`config.mk`:
```
export PLATFORM = sky130hd
export DESIGN_NAME = bcd_scan_display
export DESIGN_NICKNAME = d
export VERILOG_FILES = /design/src/rtl/bcd_scan_display.sv
export SDC_FILE = /design/constraint.sdc
export NUM_CORES = 1
export LEC_CHECK = 0
export BUFFER_PORTS_ARGS = -buffer_cell sky130_fd_sc_hd__buf_2
export CORE_MARGIN = 2
export CORE_UTILIZATION = 60
export DETAILED_ROUTE_END_ITERATION = 10
export GPL_TIMING_DRIVEN = 0
export PLACE_DENSITY = 0.8
export SLEW_MARGIN = 20
export SYNTH_ARGS = -nofsm -noshare
export SYNTH_HDL_FRONTEND = slang
export SYNTH_SLANG_ARGS = --single-unit
```
`constraint.sdc`:
```
create_clock -name clk -period 5.7 [get_ports clk]
set_input_delay 0.285 -clock clk [delete_from_list [all_inputs] [get_ports clk]]
set_output_delay 0.285 -clock clk [all_outputs]
set_load 0.02 [all_outputs]
```
`src/rtl/bcd_scan_display.sv`:
```
`default_nettype none
// ============================================================================
// Module   : bcd_scan_display
// Brief    : Handshaked binary-to-BCD (double-dabble) converter driving a
//            time-multiplexed common-anode seven-segment display.
// Revision : 1.0 - initial release
// ============================================================================
module bcd_scan_display #(
  parameter int BIN_W    = 16,
  parameter int DIGITS   = 4,
  parameter int SIGNED   = 0,
  parameter int BLANK_LZ = 1,
  parameter int SCAN_DIV = 131072
) (
  input  logic              clk,
  input  logic              rst,
  input  logic [BIN_W-1:0]  bin,
  input  logic              in_valid,
  output logic              in_ready,
  output logic              done,
  input  logic [DIGITS-1:0] dp_mask,
  input  logic              blank,
  output logic [6:0]        seg,
  output logic              dp,
  output logic [DIGITS-1:0] an
);

  function automatic int calc_nib(input int w);
    logic [63:0] v;
    int          n;
    v = (64'd1 << w) - 64'd1;
    n = 0;
    for (int k = 0; k < 20; k++) begin
      if (v != 64'd0) begin
        v = v / 64'd10;
        n = n + 1;
      end
    end
    return n;
  endfunction

  localparam int NIB  = calc_nib(BIN_W);
  localparam int NPAD = (NIB > DIGITS) ? NIB : DIGITS;
  localparam int CW   = $clog2(BIN_W);
  localparam int SW   = $clog2(SCAN_DIV);
  localparam int IW   = (DIGITS > 1) ? $clog2(DIGITS) : 1;

  localparam logic [6:0] c_seg_off  = 7'b1111111;
  localparam logic [6:0] c_seg_dash = 7'b0111111;

  typedef enum logic [1:0] {
    S_IDLE   = 2'd0,
    S_SHIFT  = 2'd1,
    S_COMMIT = 2'd2
  } state_t;

  state_t             r_state;
  logic               r_ready;
  logic               r_done;
  logic [CW-1:0]      r_cnt;
  logic [BIN_W-1:0]   r_mag;
  logic               r_neg;
  logic [4*NIB-1:0]   r_bcd;
  logic [4*NIB-1:0]   r_disp_bcd;
  logic               r_disp_neg;
  logic               r_disp_ovf;
  logic [SW-1:0]      r_scan;
  logic [IW-1:0]      r_idx;
  logic [6:0]         r_seg;
  logic               r_dp;
  logic [DIGITS-1:0]  r_an;

  logic               w_neg;
  logic [BIN_W-1:0]   w_mag;
  logic [4*NIB-1:0]   w_add;
  logic [4*NIB-1:0]   w_bcd_nxt;
  logic               w_ovf;
  logic [4*NPAD-1:0]  w_pad;
  logic [3:0]         w_dig [DIGITS];
  logic [DIGITS-1:0]  w_lzb;
  logic [6:0]         w_seg;
  logic               w_dp;
  logic [DIGITS-1:0]  w_an;

  // Two's complement taken as unsigned so the most negative value still converts.
  assign w_neg = (SIGNED != 0) && bin[BIN_W-1];
  assign w_mag = w_neg ? (~bin + 1'b1) : bin;

  always_comb begin
    w_add = r_bcd;
    for (int k = 0; k < NIB; k++) begin
      if (w_add[4*k +: 4] >= 4'd5) w_add[4*k +: 4] = w_add[4*k +: 4] + 4'd3;
    end
    w_bcd_nxt = (w_add << 1) | {{(4*NIB-1){1'b0}}, r_mag[BIN_W-1]};
  end

  always_comb begin
    w_ovf = 1'b0;
    for (int k = 0; k < NIB; k++) begin
      if ((k >= (r_neg ? DIGITS - 1 : DIGITS)) && (w_bcd_nxt[4*k +: 4] != 4'd0)) w_ovf = 1'b1;
    end
  end

  always_ff @(posedge clk) begin
    if (rst) begin
      r_state    <= S_IDLE;
      r_ready    <= 1'b1;
      r_done     <= 1'b0;
      r_cnt      <= '0;
      r_mag      <= '0;
      r_neg      <= 1'b0;
      r_bcd      <= '0;
      r_disp_bcd <= '0;
      r_disp_neg <= 1'b0;
      r_disp_ovf <= 1'b0;
    end else begin
      r_done <= 1'b0;
      case (r_state)
        S_IDLE: begin
          if (in_valid) begin
            r_mag   <= w_mag;
            r_neg   <= w_neg;
            r_bcd   <= '0;
            r_cnt   <= '0;
            r_ready <= 1'b0;
            r_state <= S_SHIFT;
          end
        end
        S_SHIFT: begin
          r_bcd <= w_bcd_nxt;
          r_mag <= r_mag << 1;
          r_cnt <= r_cnt + 1'b1;
          // Final shift: publish digits, sign and overflow together.
          if (r_cnt == CW'(BIN_W - 1)) begin
            r_disp_bcd <= w_bcd_nxt;
            r_disp_neg <= r_neg;
            r_disp_ovf <= w_ovf;
            r_done     <= 1'b1;
            r_state    <= S_COMMIT;
          end
        end
        S_COMMIT: begin
          r_ready <= 1'b1;
          r_state <= S_IDLE;
        end
        default: begin
          r_ready <= 1'b1;
          r_state <= S_IDLE;
        end
      endcase
    end
  end

  generate
    if (NPAD > NIB) begin : g_pad
      assign w_pad = {{(4*(NPAD-NIB)){1'b0}}, r_disp_bcd};
    end else begin : g_nopad
      assign w_pad = r_disp_bcd;
    end
  endgenerate

  generate
    for (genvar i = 0; i < DIGITS; i++) begin : g_digit
      assign w_dig[i] = w_pad[4*i +: 4];
      if (i == 0) begin : g_lsd
        assign w_lzb[i] = 1'b0;
      end else begin : g_upper
        assign w_lzb[i] = (BLANK_LZ != 0) && (w_pad[4*NPAD-1:4*i] == '0);
      end
    end
  endgenerate

  function automatic logic [6:0] seg_decode(input logic [3:0] n);
    case (n)
      4'd0:    return 7'b1000000;
      4'd1:    return 7'b1111001;
      4'd2:    return 7'b0100100;
      4'd3:    return 7'b0110000;
      4'd4:    return 7'b0011001;
      4'd5:    return 7'b0010010;
      4'd6:    return 7'b0000010;
      4'd7:    return 7'b1111000;
      4'd8:    return 7'b0000000;
      4'd9:    return 7'b0011000;
      default: return 7'b1111111;
    endcase
  endfunction

  always_comb begin
    w_seg = c_seg_off;
    w_dp  = 1'b1;
    w_an  = '1;
    if (!blank) begin
      w_an = ~(DIGITS'(1) << r_idx);
      w_dp = ~dp_mask[r_idx];
      if (r_disp_ovf)                                  w_seg = c_seg_dash;
      else if (r_disp_neg && (r_idx == IW'(DIGITS-1))) w_seg = c_seg_dash;
      else if (w_lzb[r_idx])                           w_seg = c_seg_off;
      else                                             w_seg = seg_decode(w_dig[r_idx]);
    end
  end

  always_ff @(posedge clk) begin
    if (rst) begin
      r_scan <= '0;
      r_idx  <= '0;
      r_seg  <= c_seg_off;
      r_dp   <= 1'b1;
      r_an   <= '1;
    end else begin
      if (r_scan == SW'(SCAN_DIV - 1)) begin
        r_scan <= '0;
        r_idx  <= (r_idx == IW'(DIGITS - 1)) ? '0 : r_idx + 1'b1;
      end else begin
        r_scan <= r_scan + 1'b1;
      end
      r_seg <= w_seg;
      r_dp  <= w_dp;
      r_an  <= w_an;
    end
  end

  assign in_ready = r_ready;
  assign done     = r_done;
  assign seg      = r_seg;
  assign dp       = r_dp;
  assign an       = r_an;

endmodule
`default_nettype wire

```
==> results by group <==
Logic synthesis
  • EDFF count, synth: 0
  • Commonest register cell after synthesis: dfxtp_1
  • Sequential share of the synthesized area: 42.94%
  • #FFs+latches synth: 96
  • Async S/R FF share, synth: 0%
  • Post-Syn Area per Cell: 8.152 sq um
  • Yosys warns: 0
  • Mapped Cells: 549
  • Netlist Area Pre-Place: 4476 sq um
  • Net Count, Synth: 595
  • Distinct cells, synth: 38

Floorplan
  • Ports: 38
  • Die Area: 8166 sq um
  • Die Wd: 90.37 um
  • Die height: 90.37 um
  • Initial core utilization: 61.70%
  • Row count: 31
  • Core box area: 7253 sq um

STA
  • Relative slew slack: 57.52%
  • Fmax: 406.8 MHz
  • Fin crit period: 2458 ps
  • Minimum hold slack: 195.6 ps
  • Clock Skews: 8.455 ps
  • Final setup vio count: 0
  • Max-slew violation count: 0
  • Setup ws final: 3242 ps
  • Fin crit share: 43.13%
  • Least-Margin Pin Slew: 631.4 ps
  • Unrepaired setup endpoints after global routing: no
  • Final Hold Violating Endpoints: 0
  • Final TNS setup: 0 ps

GRT
  • GRT overflow: 0
  • First-pass GRT wire length: 15.97 mm
  • Initial antenna violation count: 0
  • Largest net degree at the start of global routing: 20
  • Vias in the first global route: 3,557
  • GRT Total Usage: 23.87%

Setup path
  • Worst Path Arrival: 2730 ps
  • Startpoint types: flop
  • CP required: 5970 ps
  • Crit path kind: reg -> reg
  • CP max FO: 10
  • Critical Path End Type: flop

Drt
  • Via density: 5.436
  • Residual DRC: 0
  • Final WL: 9.437 mm
  • Final ANT Viol Nets: 0
  • Initial DRT Pass Iterations: 4
  • Per-cell routed wire length: 13.50 um
  • 1st-iter DRT viols: 226
  • Routed via count: 3,800

Final layout
  • Most frequent cells in the layout: nor2_1 (105), dfxtp_1 (96), a21oi_1 (51), nand2_1 (48), buf_2 (40)
  • Most common cell after layout, fill and taps aside: nor2_1
  • Share of layout cells above drive strength 1: 11.50%
  • Layout Cells excl Fill: 699
  • # fillers: 628
  • Final Net Count: 641
  • Area grow syn2layout: 11.10%
  • Ant diodes: 0

Clock network
  • Setup bufs post-CTS: 0
  • Clk sink count: 96
  • CTS tree: yes
  • Total CTS buffers: 9
  • CTS root buffer: clkbuf_8
  • Reg clk slew, reported paths: 100 ps
  • Clk_lat worst skew: 380 ps
  • PostCTS Resize Cnt: 0
  • Clock Path Buffers: 2
  • Hold-fix buffers, CTS: 0
  • Htree depth: 3

Placed design
  • GPL Wtd Cong: 0.8517
  • Cells after DPL: 683
  • Post-Place Worst Slack: 3250 ps
  • Detailed placer's ending HPWL: 6.824 mm
  • PortBufs: 35

Pwr
  • Final Total Pwr: 1.229 mW
  • Power Density: 247.3 nW/um^2
  • Peak VDD IR: 145.4 uV
  • Leakage: 1.922 nW

Flow run
  • Max-Cap Viols: 0

Min path
  • HP Class: in -> reg

Status
  • Status: finished, final reports clean
[logic make-up (layout without fill, tap and decap cells)]
group / count (synthesis) / count (layout) / synth area share [%]
compound gates: 101 / 101 / 13.00
xor+xnor: 18 / 18 / 3.522
fa+ha+maj: 22 / 22 / 6.150
buf+inv: 53 / 104 / 4.920
flops: 96 / 96 / 42.94
mux: 13 / 13 / 4.305
simple gates: 246 / 246 / 25.16
[sequential cells by signal (all words and copies together) (netlist names)]
name        flops
an              4
done            1
dp              1
in_ready        1
r_bcd          20
r_cnt           4
r_disp_bcd     20
r_disp_ovf      1
r_idx           2
r_mag          16
r_scan         17
r_state         2
seg             7
[metrics by stage]
step                      area [sq um]  util (%)
after CTS                         4972     68.55
after floorplan                   4476         -
final                             4972     68.55
after global routing              4972     68.55
after global placement            4775     65.83
after detailed placement          4775     65.83
[synth_stat cells, types with 6 or more instances]
cell type  number  area [sq um]
nor2_1        105         394.1
dfxtp_1        96          1922
a21oi_1        51         255.2
nand2_1        48         180.2
nor3_1         29         145.1
clkbuf_1       23         86.33
ha_1           22         275.3
inv_1          22         82.58
o21ai_0        21         105.1
a22oi_1        17         127.6
nor2b_1        15         93.84
nand2b_1       12         75.07
nand3_1        11         55.05
xnor2_1        10         87.58
mux2i_1         8         80.08
xor2_1          8         70.07
nor4_1          6         37.54
[path summary, 6_finish.rpt]
kind                                startpoint  cells past startpoint  slack, ps              to
worst max-delay path                 r_scan[0]                      9       3240      r_scan[12]
worst max register to register       r_scan[0]                      9       3240      r_scan[12]
worst min-delay path                     blank                      3        200              dp
worst min register to register  r_disp_bcd[18]                      2        460  r_disp_bcd[18]
[routing by layer]
metal / routed length [um] / track usage (%)
met5: 0 / 0
met3: 405 / 3.255
met2: 4308 / 38.16
met1: 4561 / 32.00
met4: 161 / 11.54
[critical path, stage by stage (launching register included)]
cell and delay [ps]:
dfxtp_1 370, ha_1 210, nand4_1 130, nor3_1 330, and3_1 210, ha_1 190
or2_2 120, clkbuf_1 280, clkbuf_1 400, nor2_1 100
[area by class of cell]
class | count | area (sq um) | share of cell area [%]
plain buffers | 31 | 137.6 | 2.768
clock buffers | 9 | 123.9 | 2.491
clock inverters | 7 | 73.82 | 1.485
inverters | 22 | 82.58 | 1.661
multi-input cells | 400 | 2333 | 46.93
flip-flops and latches | 96 | 1922 | 38.65
well taps | 99 | 123.9 | 2.491
repair buffers | 35 | 175.2 | 3.523
[where the power goes]
group / leakage (nW) / switching [mW] / internal, mW
registers: 0.781 / 0.00850 / 0.687
clock network: 0.101 / 0.268 / 0.173
logic: 1.04 / 0.0585 / 0.0340
No activity file was read; power rests on OpenSTA's default activity.
